File: src/rtl/regression_sum_accumulator.sv
// regression_sum_accumulator
//   Sweeps the sample loader index cnt over 0..N_SAMPLES-1 after a start
//   pulse and accumulates the four least-squares sums (Σx, Σy, Σxy, Σx²)
//   at full precision. Sums are held with done=1 until the next start.
//
// Parameters
//   N_SAMPLES : samples per sweep, 1..256
// Ports
//   clk, rst         : rising-edge clock, async active-low reset
//   start            : one-cycle sweep request (honoured in IDLE/DONE only)
//   x, y             : Q10.10 samples from the loader for the current cnt
//   cnt              : sample index to the loader
//   busy, done       : sweep in progress / sums valid
//   sum_x, sum_y     : Q18.10 sums
//   sum_xy, sum_xx   : Q28.20 sums
// Build option
//   REG_INPUT_EN : register x/y before the datapath; adds a DRAIN state and
//                  one cycle of latency.
module regression_sum_accumulator #(
  parameter int N_SAMPLES = 150
) (
  input  logic        clk,
  input  logic        rst,
  input  logic        start,
  input  logic [19:0] x,
  input  logic [19:0] y,
  output logic [7:0]  cnt,
  output logic        busy,
  output logic        done,
  output logic [27:0] sum_x,
  output logic [27:0] sum_y,
  output logic [47:0] sum_xy,
  output logic [47:0] sum_xx
);

  localparam logic [7:0] LAST = 8'(N_SAMPLES - 1);

`ifdef REG_INPUT_EN
  typedef enum logic [1:0] {IDLE, LOAD, DONE, DRAIN} state_t;
`else
  typedef enum logic [1:0] {IDLE, LOAD, DONE} state_t;
`endif

  state_t      state, state_n;
  logic        clr, acc_en;
  logic [19:0] xs, ys;
  logic [39:0] p_xy, p_xx;

  // A start is accepted only when no sweep is running.
  assign clr = start && (state == IDLE || state == DONE);

`ifdef REG_INPUT_EN
  // s_vld marks that xs/ys hold a sample answered by a LOAD-cycle cnt; it is
  // low in the first LOAD cycle and high in DRAIN for the final sample.
  logic s_vld;
  always_ff @(posedge clk or negedge rst) begin
    if (!rst) begin
      xs    <= '0;
      ys    <= '0;
      s_vld <= 1'b0;
    end else begin
      xs    <= x;
      ys    <= y;
      s_vld <= (state == LOAD);
    end
  end
  assign acc_en = s_vld && (state == LOAD || state == DRAIN);
  assign busy   = (state == LOAD) || (state == DRAIN);
`else
  assign xs     = x;
  assign ys     = y;
  assign acc_en = (state == LOAD);
  assign busy   = (state == LOAD);
`endif

  assign done = (state == DONE);
  assign p_xy = 40'(xs) * 40'(ys);
  assign p_xx = 40'(xs) * 40'(xs);

  always_ff @(posedge clk or negedge rst) begin
    if (!rst) state <= IDLE;
    else      state <= state_n;
  end

  always_comb begin
    state_n = state;
    case (state)
      IDLE, DONE: if (start) state_n = LOAD;
      LOAD: if (cnt >= LAST) begin
`ifdef REG_INPUT_EN
        state_n = DRAIN;
`else
        state_n = DONE;
`endif
      end
`ifdef REG_INPUT_EN
      DRAIN: state_n = DONE;
`endif
      default: state_n = IDLE;
    endcase
  end

  // Index: held at LAST once the sweep reaches the final sample.
  always_ff @(posedge clk or negedge rst) begin
    if (!rst)                             cnt <= '0;
    else if (clr)                         cnt <= '0;
    else if (state == LOAD && cnt < LAST) cnt <= cnt + 8'd1;
  end

  // Widths leave headroom for 256 full-scale samples, so no wrap is possible.
  always_ff @(posedge clk or negedge rst) begin
    if (!rst) begin
      sum_x  <= '0;
      sum_y  <= '0;
      sum_xy <= '0;
      sum_xx <= '0;
    end else if (clr) begin
      sum_x  <= '0;
      sum_y  <= '0;
      sum_xy <= '0;
      sum_xx <= '0;
    end else if (acc_en) begin
      sum_x  <= sum_x  + 28'(xs);
      sum_y  <= sum_y  + 28'(ys);
      sum_xy <= sum_xy + 48'(p_xy);
      sum_xx <= sum_xx + 48'(p_xx);
    end
  end

endmodule
File: config.mk
export PLATFORM = sky130hd
export DESIGN_NAME = regression_sum_accumulator
export DESIGN_NICKNAME = d
export VERILOG_FILES = /design/src/rtl/regression_sum_accumulator.sv
export SDC_FILE = /design/constraint.sdc
export NUM_CORES = 2
export LEC_CHECK = 0
export BUFFER_PORTS_ARGS = -buffer_cell sky130_fd_sc_hd__buf_2
export CORE_MARGIN = 2
export CORE_UTILIZATION = 45
export CTS_CLUSTER_DIAMETER = 40
export CTS_CLUSTER_SIZE = 8
export DETAILED_ROUTE_END_ITERATION = 8
export GPL_TIMING_DRIVEN = 0
export PLACE_DENSITY = 0.64
export SLEW_MARGIN = 25
export SYNTH_ARGS = -nofsm -noshare
export SYNTH_HDL_FRONTEND = slang
export SYNTH_SLANG_ARGS = --single-unit
File: constraint.sdc
create_clock -name clk -period 10.9 [get_ports clk]
set_input_delay 2.18 -clock clk [delete_from_list [all_inputs] [get_ports clk]]
set_output_delay 2.18 -clock clk [all_outputs]
set_load 0.03 [all_outputs]
After elaboration in Yosys (flattened, before gate mapping):

Index checks and enable logic that the tools add are counted.

* register bits: 162
* bits in latches: 0
* memory bits (writable): 0
* memory bits (read-only): 0
* bits of input ports: 43
* output and inout bits: 162
* logic and storage cells: 40
* memories: 0

* $add $sub $neg: 5
* $mul: 2
* divide/modulo/power cells: 0
* magnitude comparators: 2
* eq/ne operators: 4
* shift operators: 0
* mux-type cells: 13
* bitwise operators: 0
* reductions and logical operators: 8

Operator list (count)
* 48-bit two-way mux: 4
* 28-bit two-way mux: 4
* 48-bit by 40-bit adder with 48-bit output: 2
* 20-bit by 20-bit multiplier with 40-bit output: 2
* 28-bit by 20-bit adder with 28-bit output: 2
* 8-bit two-way mux: 2
* 8-bit by 1-bit adder with 8-bit output, second input constant: 1
* 8-bit greater-or-equal comparator, second input constant: 1
* 8-bit < comparator, second input constant: 1
* 2-bit two-way mux: 2
* 2-bit case mux with 2 select lines: 1
* 2-bit nonzero test: 2
* 2-bit by 1-bit == test with 1-bit output, second input constant: 1
* 2-bit == test, second input constant: 1
* 1-bit logical AND: 2
* 2-bit logical NOT: 1
* 2-bit by 1-bit != test with 1-bit output, second input constant: 1
* 2-bit != test, second input constant: 1
* 2-bit AND reduction: 1
* 2-bit OR reduction: 1
* 1-bit logical OR: 1

Depth between registers and ports, before layout:

* word-level depth: 4
* gate-level depth with buffers: 27

Worst setup path after synthesis:

No wires, ideal clock.

* path kind: input -> register
* from: in x[3]
* to: reg sum_xx[45]
* arrival: 8.402 ns
* path slack: 2.417 ns
* cell stages on the path: 25
* buffers on the path: 2
* cells stage by stage: clkbuf_1 -> clkbuf_1 -> nand2_1 -> fa_1 -> inv_1 -> fa_1 -> inv_1 -> fa_1 -> inv_1 -> fa_1 -> inv_1 -> fa_1 -> inv_1 -> fa_1 -> fa_1 -> ha_1 -> nand3_1 -> a2111oi_4 -> a21oi_4 -> o211ai_2 -> a32oi_2 -> o31ai_2 -> a221oi_2 -> nor3b_2 -> mux2i_1

* word-level cells in the longest chain between the ends: 4

RTL lines
* start, declared: RTL line 25 `input logic [19:0] x,`
* 20-bit by 20-bit multiplier with 40-bit output: RTL line 78 `assign p_xx = 40'(xs) * 40'(xs);`
* 48-bit by 40-bit adder with 48-bit output: RTL line 126 `sum_xx <= sum_xx + 48'(p_xx);`
* 48-bit two-way mux: RTL line 122 `end else if (acc_en) begin`
* 48-bit two-way mux: RTL line 117 `end else if (clr) begin`
* end signal, assigned: RTL line 126
* end, declared: RTL line 33 `output logic [47:0] sum_xx`

No other way between the ends. The select of a mux whose other input is x is not followed.
A chain may end at the register's enable or synchronous reset.

Worst setup path after layout:

* from: in x[12]
* to: reg sum_xx[42]

Same word-level chain as after synthesis.

==> impl_metrics.yaml <==
status:
  outcome: "completed"
logic_synthesis:
  synthAdderAreaFrac_pct: 50.9
  synth.net_count: 4932
  synth_area_leaders: "fa_1 38%, ha_1 13%, dfrtp_1 11%, inv_1 8.5%, and2_1 5.6%"
  synth_top_family_by_area: "adder cells"
  synth-async-reset-ratio_pct: 100
  yosysUniqueCellTypes: 74
  yosys.area.top_type_share_pct: 38.3
  synthSimpleGateAreaFrac_pct: 14.0
  synth_commonest_cells: "801 x inv_1, 676 x fa_1, 474 x nand2_1, 356 x ha_1, 315 x and2_1"
  synth.largest_area_cell: "fa_1"
  synthXorXnorAreaFrac_pct: 3.05
  netlist_instances: 3857
  muxShareOfSynthArea_pct: 0.712
  yosysWarnings: 0
  synth_compound_area_share_pct: 9.49
  synth_area_sq_um: 35300
  synth_flop_cell: "dfrtp_1"
  synth_area_per_cell_sq_um: 9.16
  synth_most_common_cell: "inv_1"
  ys_ff_latch: 162
  synth_edf_count: 0
  seq_area_frac_synth_pct: 11.5
layout:
  nFillCells: 7451
  seq_area_sq_um: 4050
  fin_nets: 5160
  multi_input_area_sq_um: 27600
  drive_above_1_share_pct: 7.00
  area_growth_pct: 8.81
  final_util_pct: 49.6
global_route:
  overflow: 0
  grtUsageTotal_pct: 27.6
  grt_pass1_wl_microns: 166000
  antenna_found_initial: 10
  first_global_vias: 28400
  grt_max_degree: 81
critical_path:
  crit_path_max_fanout: 10
  cp_top_family: "adder cells"
  worstSetupEndpointType: "flop"
  arrival_ns: 10.76
  slowest_delay_ns: 0.82
  crit_type: "primary input to flop"
  startpoint_type: "primary input"
  critPathBufInv: 8
  critPathSlowestCell: "clkbuf_1"
  required_ns: 11.31
  path_common_cell: "fa_1"
timing:
  min_period_over_period_pct: 95.0
  maxSlewHeadroom_pct: 26.5
  rsz0062_at_grt: "no"
  fin_setup_tns_ns: 0
  final.setup_skew_ns: 0.0320
  fin_crit_ns: 10.35
  tightestPinTransition_ns: 1.10
  slew_viol_final: 0
  fmax_mhz: 96.6
  setup_viol: 0
  hold_viol_final: 0
  fin_ws_ns: 0.549
clock_network:
  htreeDepth: 4
  tritoncts: "done"
  cts_setup_buffers: 0
  cts_buffers: 17
  cts_hold_buf: 0
  insertion_delay_ns: 0.54
  cts.clk_slew.worst_paths_ns: 0.08
  clockBufferDepth: 2
  cts.sinks: 162
  cts_resized: 0
  cts_root_buf: "clkbuf_16"
worst_hold_path:
  hold_class: "flop to flop"
floorplan:
  die_height_microns: 284
  die_w_microns: 284
  dieArea_sq_um: 80800
  initial_core_util_pct: 45.5
  core-area_sq_um: 77600
  rows: 102
  ios: 205
drt:
  viasPerCell: 5.37
  first_iter_violations: 2106
  drc_errors: 0
  routed_wl_microns: 107000
  drtAntennaViolNets: 0
  wl_met3_microns: 11700
  dr_wl_met2_microns: 48600
  vias: 27600
  avgRoutedWirePerCell_microns: 20.8
  drt-met1-wl_microns: 42800
  drt_first_pass_iters: 5
  top_layer: "met5"
placed_design:
  place.gp.congestion: 0.957
  pre_cts_ws_ns: 0.241
  io_buffers: 204
  dp_hpwl_microns: 88400
job:
  cap_violations: 0
==> worst register-to-register path, stage by stage (launching register included) <==
cell and delay [ns]:
dfrtp_1 0.44, fa_1 0.54, inv_1 0.05, fa_1 0.53, inv_1 0.05, fa_1 0.48, fa_1 0.50, fa_1 0.49
inv_1 0.05, fa_1 0.47, inv_1 0.04, ha_1 0.34, a21oi_1 0.17, o21ai_0 0.13, o41ai_1 0.52, o211ai_2 0.30
a32oi_2 0.41, o31ai_2 0.16, a221oi_2 0.47, nor3b_2 0.11, mux2i_1 0.14
==> layout by cell type, fill, tap and decap left out, types with 6 or more instances in the layout <==
cell type  count
a211oi_1      12
a21o_1        68
a21oi_1      124
a22o_1        15
a31oi_1       12
a32o_1         6
and2_1       315
and3_1        17
buf_2        208
clkbuf_1     160
clkbuf_16     17
clkbuf_2      10
dfrtp_1      162
fa_1         676
ha_1         356
inv_1        801
mux2i_1       24
nand2_1      474
nand2b_1      21
nand3_1       28
nand4_1       23
nor2_1        81
nor2b_1       15
nor3_1        18
o211ai_1      14
o21a_1         6
o21ai_0      151
o21ai_1       22
o21bai_1      21
o31ai_1       13
or3_1          7
xnor2_1       56
xor2_1        67
==> final timing paths <==
kind / start / endpoint / slack, ns / cells past startpoint
hold reg to reg: sum_xy[47] / sum_xy[47] / 0.48 / 1
hold / removal: sum_xy[47] / sum_xy[47] / 0.48 / 1
setup reg to reg: sum_xx[14] / sum_xx[47] / 4.41 / 20
max in group asynchronous: rst / sum_x[13] / 8.76 / 2
setup / recovery: x[12] / sum_xx[42] / 0.55 / 25
min in group asynchronous: rst / sum_xy[8] / 1.45 / 1
==> registers in the layout, summed over array words and instances (netlist names) <==
signal,cells
sum_xx,48
sum_xy,48
sum_x,28
sum_y,28
cnt,8
state,2
==> metrics by stage <==
step / cells / instance area (sq um) / hold WS [ns]
final: 5140 / 38500 / 0.477
after global routing: 5139 / 38400 / 0.495
after CTS: 5137 / 38400 / 0.480
after detailed placement: 5105 / 37800 / 0.465
after global placement: 5101 / 37700 / 0.462
after floorplan: 3857 / 35300 / 0.662
==> kinds of logic (layout without fill, tap and decap cells) <==
logic type                 count (synthesis)  count (layout)
adders and majority gates               1032            1032
and+or+nand+nor                         1016            1016
buffers and inverters                    978            1219
AOI/OAI and AO/OA                        521             521
DFF                                      162             162
xor gates and xnor gates                 123             123
muxes                                     25              25
other                                      0               2
==> area by class of cell <==
cell class	count	share of cell area, %
well taps	1040	3.38
inverters	801	7.82
clock inverters	14	0.566
multi-input cells	2717	71.8
plain buffers	177	1.78
diodes	2	0.0130
flip-flops and latches	162	10.5
clock buffers	18	1.14
repair buffers	209	2.95
==> routing by layer <==
| metal | vias up | GRT usage (%) |
|---|---|---|
| met3 | 205 | 8.68 |
| met2 | 1177 | 43.2 |
| met1 | 13900 | 36.0 |
| met4 | 8 | 9.80 |
| li1 | 12400 | - |
| met5 | - | 0 |
Power is left out: the tool's default activity adds up to more than one toggle a clock period on the data nets, which glitch-free logic cannot reach.
